--- src/rtl/upstream_link_pkg.sv ---
// Shared types and default configuration for the upstream link transmitter.
package upstream_link_pkg;

  typedef enum logic {
    ST_IDLE = 1'b0,
    ST_SEND = 1'b1
  } tx_state_e;

  localparam int DEF_CORE_W        = 64;
  localparam int DEF_CH_NUM        = 2;
  localparam int DEF_CH_W          = 8;
  localparam int DEF_CREDIT_MAX    = 8;
  localparam int DEF_TOKEN_CREDITS = 4;
  localparam int DEF_FIFO_DEPTH    = 2;

  function automatic int calc_beats(input int core_w, input int ch_num, input int ch_w);
    return core_w / (ch_num * ch_w);
  endfunction

endpackage

--- src/rtl/upstream_tx_fifo.sv ---
// Small circular-buffer FIFO holding core words ahead of the serializer.
module upstream_tx_fifo #(
  parameter int WIDTH = 64,
  parameter int DEPTH = 2
) (
  input  logic                           clk,
  input  logic                           rst_n,
  input  logic                           push_i,
  input  logic [WIDTH-1:0]               data_i,
  input  logic                           pop_i,
  output logic [WIDTH-1:0]               data_o,
  output logic                           full_o,
  output logic                           empty_o,
  output logic [$clog2(DEPTH+1)-1:0]     count_o
);
  localparam int PW = (DEPTH > 1) ? $clog2(DEPTH) : 1;
  localparam int CW = $clog2(DEPTH + 1);

  logic [WIDTH-1:0] mem_q [DEPTH];
  logic [PW-1:0]    wr_ptr_q;
  logic [PW-1:0]    rd_ptr_q;
  logic [CW-1:0]    count_q;
  logic             do_push_s;
  logic             do_pop_s;

  function automatic logic [PW-1:0] ptr_inc(input logic [PW-1:0] p);
    if (p == PW'(DEPTH - 1)) return '0;
    else return p + PW'(1);
  endfunction

  assign do_push_s = push_i && (count_q != CW'(DEPTH));
  assign do_pop_s  = pop_i && (count_q != CW'(0));

  always_ff @(posedge clk or negedge rst_n) begin
    if (!rst_n) begin
      wr_ptr_q <= '0;
      rd_ptr_q <= '0;
      count_q  <= '0;
    end else begin
      if (do_push_s) wr_ptr_q <= ptr_inc(wr_ptr_q);
      if (do_pop_s)  rd_ptr_q <= ptr_inc(rd_ptr_q);
      count_q <= count_q + CW'(do_push_s) - CW'(do_pop_s);
    end
  end

  always_ff @(posedge clk) begin
    if (do_push_s) mem_q[wr_ptr_q] <= data_i;
  end

  assign data_o  = mem_q[rd_ptr_q];
  assign full_o  = (count_q == CW'(DEPTH));
  assign empty_o = (count_q == CW'(0));
  assign count_o = count_q;

endmodule

--- src/rtl/upstream_link_tx.sv ---
// Credit-based core-to-link serializer: FIFO, beat FSM and token credit return.
// Optional io_parity_out is enabled by defining UPSTREAM_TX_PARITY_EN.
module upstream_link_tx
  import upstream_link_pkg::*;
#(
  parameter int CORE_W        = DEF_CORE_W,
  parameter int CH_NUM        = DEF_CH_NUM,
  parameter int CH_W          = DEF_CH_W,
  parameter int CREDIT_MAX    = DEF_CREDIT_MAX,
  parameter int TOKEN_CREDITS = DEF_TOKEN_CREDITS,
  parameter int FIFO_DEPTH    = DEF_FIFO_DEPTH
) (
  input  logic                     clk,
  input  logic                     rst_n,
  input  logic                     core_valid_in,
  input  logic [CORE_W-1:0]        core_data_in,
  output logic                     core_ready_out,
  input  logic                     io_token,
  output logic                     io_valid_out,
  output logic [CH_NUM*CH_W-1:0]   io_data_out,
  output logic                     credit_err
`ifdef UPSTREAM_TX_PARITY_EN
  ,
  output logic [CH_NUM-1:0]        io_parity_out
`endif
);
  localparam int BEAT_W = CH_NUM * CH_W;
  localparam int BEATS  = calc_beats(CORE_W, CH_NUM, CH_W);
  localparam int IW     = (BEATS > 1) ? $clog2(BEATS) : 1;
  localparam int OW     = $clog2(CREDIT_MAX) + 1;
  localparam int CW     = $clog2(FIFO_DEPTH + 1);

  if (((CORE_W % BEAT_W) != 0) || (BEATS < 1)) begin : g_cfg_check
    $error("upstream_link_tx: CORE_W must be a non-zero multiple of CH_NUM*CH_W");
  end

  tx_state_e         state_q;
  logic [IW-1:0]     idx_q;
  logic [CORE_W-1:0] word_q;
  logic              valid_q;
  logic [BEAT_W-1:0] data_q;
  logic [OW-1:0]     outstanding_q;
  logic [OW-1:0]     outstanding_d;
  logic [OW-1:0]     out_inc_s;
  logic              tok_q;
  logic              tok_prev_q;
  logic              credit_err_q;
  logic              ready_q;
  logic              push_s;
  logic              pop_s;
  logic              can_start_s;
  logic              last_beat_s;
  logic              token_s;
  logic              underflow_s;
  logic [CW-1:0]     count_s;
  logic [CW-1:0]     count_d;
  logic              fifo_full_s;
  logic              fifo_empty_s;
  logic [CORE_W-1:0] head_s;
  logic [BEAT_W-1:0] beat_d;

  upstream_tx_fifo #(
    .WIDTH (CORE_W),
    .DEPTH (FIFO_DEPTH)
  ) u_fifo (
    .clk     (clk),
    .rst_n   (rst_n),
    .push_i  (push_s),
    .data_i  (core_data_in),
    .pop_i   (pop_s),
    .data_o  (head_s),
    .full_o  (fifo_full_s),
    .empty_o (fifo_empty_s),
    .count_o (count_s)
  );

  assign push_s      = core_valid_in & ready_q & ~fifo_full_s;
  assign can_start_s = ~fifo_empty_s & (outstanding_q < OW'(CREDIT_MAX));
  assign last_beat_s = (idx_q == IW'(BEATS - 1));
  assign token_s     = tok_q & ~tok_prev_q;
  assign count_d     = count_s + CW'(push_s) - CW'(pop_s);

  // A pop on the last beat of a frame chains the next frame without a bubble.
  always_comb begin
    pop_s  = 1'b0;
    beat_d = '0;
    case (state_q)
      ST_IDLE: pop_s = can_start_s;
      ST_SEND: pop_s = last_beat_s & can_start_s;
      default: pop_s = 1'b0;
    endcase
    if (pop_s) beat_d = head_s[BEAT_W-1:0];
    else if ((state_q == ST_SEND) && !last_beat_s) beat_d = word_q[(int'(idx_q) + 1) * BEAT_W +: BEAT_W];
    else beat_d = '0;
  end

  always_comb begin
    out_inc_s     = outstanding_q + OW'(pop_s);
    outstanding_d = out_inc_s;
    underflow_s   = 1'b0;
    if (token_s && (out_inc_s < OW'(TOKEN_CREDITS))) begin
      outstanding_d = '0;
      underflow_s   = 1'b1;
    end else if (token_s) begin
      outstanding_d = out_inc_s - OW'(TOKEN_CREDITS);
    end else begin
      outstanding_d = out_inc_s;
    end
  end

  always_ff @(posedge clk or negedge rst_n) begin
    if (!rst_n) begin
      tok_q         <= 1'b0;
      tok_prev_q    <= 1'b0;
      outstanding_q <= '0;
      credit_err_q  <= 1'b0;
      ready_q       <= 1'b0;
    end else begin
      tok_q         <= io_token;
      tok_prev_q    <= tok_q;
      outstanding_q <= outstanding_d;
      credit_err_q  <= credit_err_q | underflow_s;
      ready_q       <= (count_d < CW'(FIFO_DEPTH));
    end
  end

  always_ff @(posedge clk or negedge rst_n) begin
    if (!rst_n) begin
      state_q <= ST_IDLE;
      idx_q   <= '0;
      word_q  <= '0;
      valid_q <= 1'b0;
      data_q  <= '0;
    end else begin
      data_q <= beat_d;
      case (state_q)
        ST_IDLE: begin
          if (pop_s) begin
            state_q <= ST_SEND;
            idx_q   <= '0;
            word_q  <= head_s;
            valid_q <= 1'b1;
          end else begin
            valid_q <= 1'b0;
          end
        end
        ST_SEND: begin
          if (pop_s) begin
            idx_q   <= '0;
            word_q  <= head_s;
            valid_q <= 1'b1;
          end else if (last_beat_s) begin
            state_q <= ST_IDLE;
            idx_q   <= '0;
            valid_q <= 1'b0;
          end else begin
            idx_q   <= idx_q + IW'(1);
            valid_q <= 1'b1;
          end
        end
        default: begin
          state_q <= ST_IDLE;
          idx_q   <= '0;
          valid_q <= 1'b0;
        end
      endcase
    end
  end

  assign core_ready_out = ready_q;
  assign io_valid_out   = valid_q;
  assign io_data_out    = data_q;
  assign credit_err     = credit_err_q;

`ifdef UPSTREAM_TX_PARITY_EN
  logic [CH_NUM-1:0] parity_q;

  // Bit c is 1 when channel c of the beat carries an odd number of ones.
  function automatic logic [CH_NUM-1:0] beat_parity(input logic [BEAT_W-1:0] beat);
    logic [CH_NUM-1:0] p;
    p = '0;
    for (int c = 0; c < CH_NUM; c++) p[c] = ^beat[c*CH_W +: CH_W];
    return p;
  endfunction

  always_ff @(posedge clk or negedge rst_n) begin
    if (!rst_n) parity_q <= '0;
    else parity_q <= beat_parity(beat_d);
  end

  assign io_parity_out = parity_q;
`endif

endmodule
--- config.mk ---
export PLATFORM = sky130hd
export DESIGN_NAME = upstream_link_tx
export DESIGN_NICKNAME = d
export VERILOG_FILES = /design/src/rtl/upstream_link_pkg.sv /design/src/rtl/upstream_tx_fifo.sv /design/src/rtl/upstream_link_tx.sv
export SDC_FILE = /design/constraint.sdc
export NUM_CORES = 1
export LEC_CHECK = 0
export BUFFER_PORTS_ARGS = -buffer_cell sky130_fd_sc_hd__buf_2
export CORE_MARGIN = 2
export CORE_UTILIZATION = 50
export CTS_CLUSTER_SIZE = 16
export DETAILED_ROUTE_END_ITERATION = 16
export GPL_TIMING_DRIVEN = 0
export HOLD_SLACK_MARGIN = 0.08
export PLACE_DENSITY = 0.69
export SLEW_MARGIN = 20
export SYNTH_ARGS = -nofsm -noshare
export SYNTH_HDL_FRONTEND = slang
export SYNTH_HIERARCHICAL = 1
export SYNTH_SLANG_ARGS = --single-unit
--- constraint.sdc ---
create_clock -name clk -period 4.71 [get_ports clk]
set_clock_uncertainty 0.2 [all_clocks]
set_input_delay 0.471 -clock clk [delete_from_list [all_inputs] [get_ports clk]]
set_output_delay 0.471 -clock clk [all_outputs]
set_load 0.05 [all_outputs]
==> summary.txt, run 1 <==
Run status
  – Outcome: finished, final reports clean

Route
  – Wire per inst: 18.8 microns
  – DRC Markers: 0
  – DR pass1 iterations: 4
  – Routed vias/inst: 5.24
  – Detail Route Antenna Nets: 0
  – 1st-iter DRT viols: 353
  – Vias: 4,725
  – Routed wire length: 17,000 microns

GRT
  – Total GRT Usage: 0.194
  – Most used routing layer: met2
  – Initial antenna violation count: 0
  – Largest net degree at the start of global routing: 58
  – GR Util met3: 0.0289
  – Met1 usage: 0.258
  – Met2 usage: 0.333
  – First-pass GRT wire length: 26,700 microns
  – Number of global-route vias before repair: 5,108
  – Grt total ovfl: 0

STA
  – Min Tclk post-route: 3.04 ns
  – Unrepaired setup endpoints after global routing: no
  – Achievable Freq: 329 MHz
  – Rel. slew slack: 0.549
  – Fin worst setup slack: 1.67 ns
  – Fin. max-slew vios: 0
  – Hold Fails Final Rpt: 0
  – Final period util: 0.646
  – Final setup vio count: 0
  – Worst-margin pin slew: 0.674 ns

Placed design
  – Post-DP HPWL: 11,100 microns
  – Dpl ws: 1.70 ns
  – Placed cell area: 0.00921 sq mm
  – Routability cong.: 0.817
  – Port Buf Inserts: 86

Critical path
  – Critical-path cell list: ha_1 > nor2b_2 > buf_6 > nor3_4 > buf_6 > buf_2 > ha_1 > ha_1 > xnor2_1 > ha_1 > nand3b_1 > o21ai_0
  – Cell repeated most along the worst path: ha_1
  – Startpoint Class: flop
  – Crit Path Max Fanout: 12
  – CP Capture Type: flop
  – Arr. time, crit path: 3.20 ns
  – Slowest CP cell: dfrtp_1
  – Worst EP required: 4.86 ns
  – Largest stage delay on the critical path: 0.50 ns
  – Critical path type: flop to flop

Synthesis
  – Ys async rst share: 0.382
  – Post-synth EDFFs: 128
  – Post-synthesis adder-cell area fraction: 0.0104
  – Warning count from the yosys run: 6
  – Area share of the largest cell type after synthesis: 0.458
  – Sequential share of the synthesized area: 0.694
  – Avg Inst Size Synth: 17.2 sq um
  – Synth Area in Simple Gates: 0.0359
  – Mapped Area: 0.00839 sq mm
  – #FFs+latches synth: 207
  – Most frequent cells after synthesis: edfxtp_1, dfrtp_1, mux2_4, o21ai_0, mux2_2
  – Largest area contributor in the netlist: edfxtp_1
  – Synth Area in Compound Gates: 0.0611
  – Mux cell area share after synthesis: 0.159
  – Primary FF master, synth: edfxtp_1
  – Mapped Nets: 564
  – Top post-synthesis cells by area: edfxtp_1, dfrtp_1, mux2_4
  – Synthesized instance count: 489
  – Xor/xnor share of the synthesized area: 0.00835
  – Count leader, synth: edfxtp_1
  – Combinational family with the most area after synthesis: multiplexers
  – Synth cell types: 32

Clock tree
  – # clock sinks: 207
  – Clk root buf: clkbuf_16
  – Clock Path Buffers: 3
  – Clock-pin slew on the worst setup and hold paths: 0.06 ns
  – CTS H-tree lvls: 1
  – CTS tree: built
  – Clk_lat worst skew: 0.49 ns
  – TritonCTS Buffers: 21

Cells and area
  – Layout Nets: 743
  – Fin util: 0.640
  – Fillers: 1,198
  – Final Cell Area: 0.0105 sq mm
  – Layout cells sized above 1: 0.349
  – Synthesis-to-layout area growth: 25.5%
  – Diodes inserted: 0

Floorplanning
  – Die ar.: 0.0178 sq mm
  – Std cell rows: 47
  – Die width: 134 microns
  – Placeable Area: 0.0165 sq mm
  – Io pins: 87
  – Die Y-Extent: 134 microns
  – Starting Density: 0.509

Flow run
  – Max_cap viols: 0

Worst hold path
  – HP Class: flop to flop

Power
  – Post-layout power: 6980 uW
  – Peak VDD IR: 406 uV
  – Pwr dens: 663 mW/mm^2
  – Leakage: 0.00427 uW
[cells by family (layout without fill, tap and decap cells)]
family | Yosys count | in the layout
XOR/XNOR | 8 | 8
AO/OA/AOI/OAI | 72 | 72
multiplexers | 96 | 96
AND/OR/NAND/NOR | 53 | 53
adder cells (fa/ha/maj) | 7 | 7
flip-flops | 207 | 207
buffers and inverters | 46 | 239
[worst max-delay path, delay by kind of cell (launching register included)]
family,cells,cell delay (ns)
flops,1,0.50
fa+ha+maj,4,1.00
compound gates,1,0.08
buf+inv,3,0.51
simple gates,3,0.30
xor+xnor,1,0.29
[sequential cells by signal, summed over array words and instances (netlist names)]
signal and cells:
u_fifo/wr_ptr_q 1, io_data_out 16, tok_q 1, io_valid_out 1, core_ready_out 1, outstanding_q 4
idx_q 2, u_fifo/count_o 2, credit_err 1, word_q 48, u_fifo/mem_q 128, tok_prev_q 1
u_fifo/rd_ptr_q 1
[worst paths after layout]
path	startpoint	to	slack, ns	depth (start not counted)
worst max-delay path	idx_q[0]	outstanding_q[2]	1.67	12
worst min-delay path	tok_q	tok_prev_q	0.17	0
worst max register to register	idx_q[0]	outstanding_q[2]	1.67	12
worst min register to register	tok_q	tok_prev_q	0.17	0
max in group asynchronous	rst_n	word_q[30]	3.49	3
min in group asynchronous	rst_n	word_q[58]	0.23	2
[through the flow]
step	std cells	hold slack, ns	TNS (ns)
2_1_floorplan	489	-0.0246	0
3_3_place_gp	795	0.156	-63.11
3_5_place_dp	799	0.159	0
4_1_cts	902	0.173	0
5_1_grt	902	0.184	0
6_report	902	0.168	0
[power by group]
group          internal (uW)  switching (uW)  total (uW)
combinational           1240            1410        2650
sequential              2500             231        2730
clock                    944             656        1600
[routing by layer]
layer  up-vias  wire length (microns)
met5         -                      0
met4         0                    447
met3        36                    753
met2       111                   8550
met1      2385                   7220
li1       2193                      -
[cell usage in the layout, fill, tap and decap left out, types with 5 or more instances in the layout]
| master | count |
|---|---|
| a32o_1 | 16 |
| nor2b_1 | 18 |
| o21ai_0 | 35 |
| xnor2_1 | 5 |
| ha_1 | 7 |
| buf_2 | 92 |
| dlygate4sd3_1 | 66 |
| clkbuf_1 | 12 |
| inv_1 | 19 |
| mux2_4 | 67 |
| a211o_1 | 16 |
| mux2_2 | 29 |
| nand3_1 | 17 |
| edfxtp_1 | 128 |
| buf_6 | 9 |
| dfrtp_1 | 79 |
| clkbuf_16 | 21 |
[area by class of cell]
class | count | area (sq um) | area share
Inverter | 19 | 71.3 | 0.00677
Timing Repair Buffer | 156 | 1200 | 0.114
Clock buffer | 27 | 558 | 0.0530
Buffer | 27 | 193 | 0.0183
Multi-Input combinational cell | 236 | 2320 | 0.220
Tap cell | 220 | 275 | 0.0261
Clock inverter | 10 | 98.8 | 0.00939
Sequential cell | 207 | 5820 | 0.553
[what timing repair did]
item,4_1_cts,5_1_grt
setup buffers,0,0
resized for setup,0,0
hold endpoints to repair,208,0
hold buffers,66,0
(Power assumes the default switching activity.)
==> inputs of run 2 (changes only) <==
Settings changed: ABC_AREA from default to 1, PLACE_DENSITY 0.69 to 0.7.
Clock period 4.71 ns to 3.19 ns, I/O delays scaled along.
==> summary.txt, run 2 <==
GRT
  – Total GRT Usage: 0.203
  – Initial antenna violation count: 0
  – First-pass GRT wire length: 28,100 microns
  – Number of global-route vias before repair: 5,637
  – Largest net degree at the start of global routing: 58
  – Grt total ovfl: 0

Clock tree
  – Clk_lat worst skew: 0.49 ns
  – Setup bufs post-CTS: 0
  – Clk root buf: clkbuf_16
  – CTS tree: built
  – Clock Path Buffers: 3
  – CTS H-tree lvls: 1
  – TritonCTS Buffers: 22
  – Clock-pin slew on the worst setup and hold paths: 0.06 ns
  – # clock sinks: 207

STA
  – Worst-margin pin slew: 0.950 ns
  – Final period util: 0.872
  – Final setup vio count: 0
  – Fin worst setup slack: 0.409 ns
  – Fin. max-slew vios: 0
  – Hold_ws: 0.171 ns
  – Rel. slew slack: 0.364
  – Achievable Freq: 360 MHz
  – Min Tclk post-route: 2.78 ns
  – Unrepaired setup endpoints after global routing: no
  – Hold Fails Final Rpt: 0

Synthesis
  – Post-synth EDFFs: 128
  – Primary FF master, synth: edfxtp_1
  – Area share of the largest cell type after synthesis: 0.466
  – Ys async rst share: 0.382
  – Largest area contributor in the netlist: edfxtp_1
  – Mapped Area: 0.00826 sq mm
  – Synth cell types: 19
  – Count leader, synth: nand2_1
  – Most frequent cells after synthesis: nand2_1, edfxtp_1, dfrtp_1, inv_1, o21ai_0
  – Synthesized instance count: 785
  – #FFs+latches synth: 207
  – Top post-synthesis cells by area: edfxtp_1, dfrtp_1, nand2_1
  – Mapped Nets: 860
  – Sequential share of the synthesized area: 0.705
  – Warning count from the yosys run: 6
  – Avg Inst Size Synth: 10.5 sq um

Critical path
  – Largest stage delay on the critical path: 0.43 ns
  – Worst EP required: 3.39 ns
  – Cell repeated most along the worst path: ha_1
  – Arr. time, crit path: 2.98 ns
  – Critical-path cell list: ha_1 > inv_1 > nand2_1 > nand2_4 > inv_4 > buf_6 > buf_6 > ha_1 > ha_1 > xnor2_1 > ha_1 > nor2_1 > inv_1 > o21ai_0
  – Worst R2R Path Depth: 14
  – CP Capture Type: flop
  – Crit Path Max Fanout: 13
  – R2R Setup Slk: 0.41 ns
  – Startpoint Class: flop
  – Critical path type: flop to flop
  – R2r endpoint: outstanding_q[3]
  – Slowest CP cell: dfrtp_1
  – Worst r2r src: idx_q[0]

Power
  – Peak VDD IR: 654 uV
  – Post-layout power: 9920 uW
  – Leakage: 0.00487 uW
  – Pwr dens: 952 mW/mm^2

Route
  – Routed wire length: 17,600 microns
  – Detail Route Antenna Nets: 0
  – DR pass1 iterations: 5
  – Wire per inst: 14.7 microns
  – 1st-iter DRT viols: 412
  – Vias: 5,770
  – DRC Markers: 0
  – Routed vias/inst: 4.81

Cells and area
  – Most frequent cells in the layout: nand2_1, edfxtp_1, buf_2
  – Fin util: 0.651
  – Largest Register: u_fifo/mem_q
  – Synthesis-to-layout area growth: 26.2%
  – Fillers: 1,265
  – Diodes inserted: 0
  – Layout Nets: 1,042
  – Final Cell Area: 0.0104 sq mm
  – Max reg flops: 128
  – Layout cells sized above 1: 0.162
  – Commonest non-fill, non-tap cell in the layout: nand2_1

Floorplanning
  – Die width: 133 microns
  – Std cell rows: 46
  – Io pins: 87
  – Die Y-Extent: 133 microns
  – Die ar.: 0.0176 sq mm
  – Placeable Area: 0.0160 sq mm
  – Starting Density: 0.516

Run status
  – Outcome: finished, final reports clean

Placed design
  – Dpl ws: 0.454 ns
  – Placed cell area: 0.00907 sq mm
  – Port Buf Inserts: 86
  – Post-DP HPWL: 11,300 microns
  – Routability cong.: 0.830

Flow run
  – Max_cap viols: 0

Worst hold path
  – HP Class: input port to async pin
-- run 2: cell types whose count changed in the layout (fill, tap and decap cells not counted), moves of 18 or more --
cell | previous run | this run
nor2b_1 | 18 | 0
mux2_4 | 67 | 0
mux2_2 | 29 | 0
inv_1 | 19 | 53
nand2_1 | 4 | 413
-- run 2: cell type report --
class / instances / area (sq um) / share of cell area
flip-flops and latches: 207 / 5820 / 0.559
multi-input cells: 489 / 2010 / 0.193
repair buffers: 158 / 1220 / 0.117
clock buffers: 31 / 626 / 0.0600
well taps: 216 / 270 / 0.0259
inverters: 58 / 223 / 0.0214
plain buffers: 31 / 210 / 0.0202
clock inverters: 9 / 40.0 / 0.00384
-- run 2: report_power, final --
group / switching (uW) / internal (uW)
clock: 966 / 1360
combinational: 2540 / 1120
sequential: 248 / 3680
total: 3760 / 6160
-- run 2: how the worst max path moves through the flow --
stage                          end  slack, ns               from  cells after the start
2_1_floorplan   u_fifo/mem_q[0][0]       0.31     core_ready_out                      4
3_3_place_gp   u_fifo/mem_q[0][37]      -0.33  u_fifo/count_o[1]                      5
3_5_place_dp      outstanding_q[3]       0.45           idx_q[0]                     14
4_1_cts           outstanding_q[3]       0.41           idx_q[0]                     14
5_1_grt           outstanding_q[3]       0.16  u_fifo/count_o[1]                     15
6_report          outstanding_q[3]       0.41           idx_q[0]                     14
-- run 2: repair_timing --
item / in CTS / in global routing
gates resized for setup: 0 / 0
hold buffers: 68 / 0
hold endpoints to repair: 209 / 0
endpoints found under the setup margin: 0 / 0
-- run 2: kinds of logic (layout without fill, tap and decap cells) --
logic type,Yosys count,count (layout),share of synthesized area
compound gates,36,36,0.0218
xor+xnor,2,2,0.00212
fa+ha+maj,7,7,0.0106
buf+inv,89,287,0.0521
flops,207,207,0.705
simple gates,444,444,0.208
-- run 2: through the flow --
step / TNS [ns] / std cells
after global placement: -21.00 / 1087
after detailed placement: 0 / 1091
after global routing: 0 / 1199
final: 0 / 1199
after floorplan: 0 / 785
after CTS: 0 / 1199
-- run 2: critical path: cells and delay by family (launching register included) --
| family | cells | cell delay [ns] |
|---|---|---|
| and+or+nand+nor | 3 | 0.42 |
| adders and majority gates | 4 | 0.84 |
| buffers and inverters | 5 | 0.46 |
| DFF | 1 | 0.43 |
| AOI/OAI and AO/OA | 1 | 0.17 |
| xor gates and xnor gates | 1 | 0.15 |
-- run 2: metal layers --
layer / part of all wire / wire length [microns] / track usage / up-vias
li1: - / - / - / 2862
met1: 0.43 / 7590 / 0.266 / 2731
met2: 0.49 / 8680 / 0.352 / 146
met3: 0.049 / 858 / 0.0307 / 31
met4: 0.026 / 453 / 0.0591 / 0
met5: 0 / 0 / 0 / -
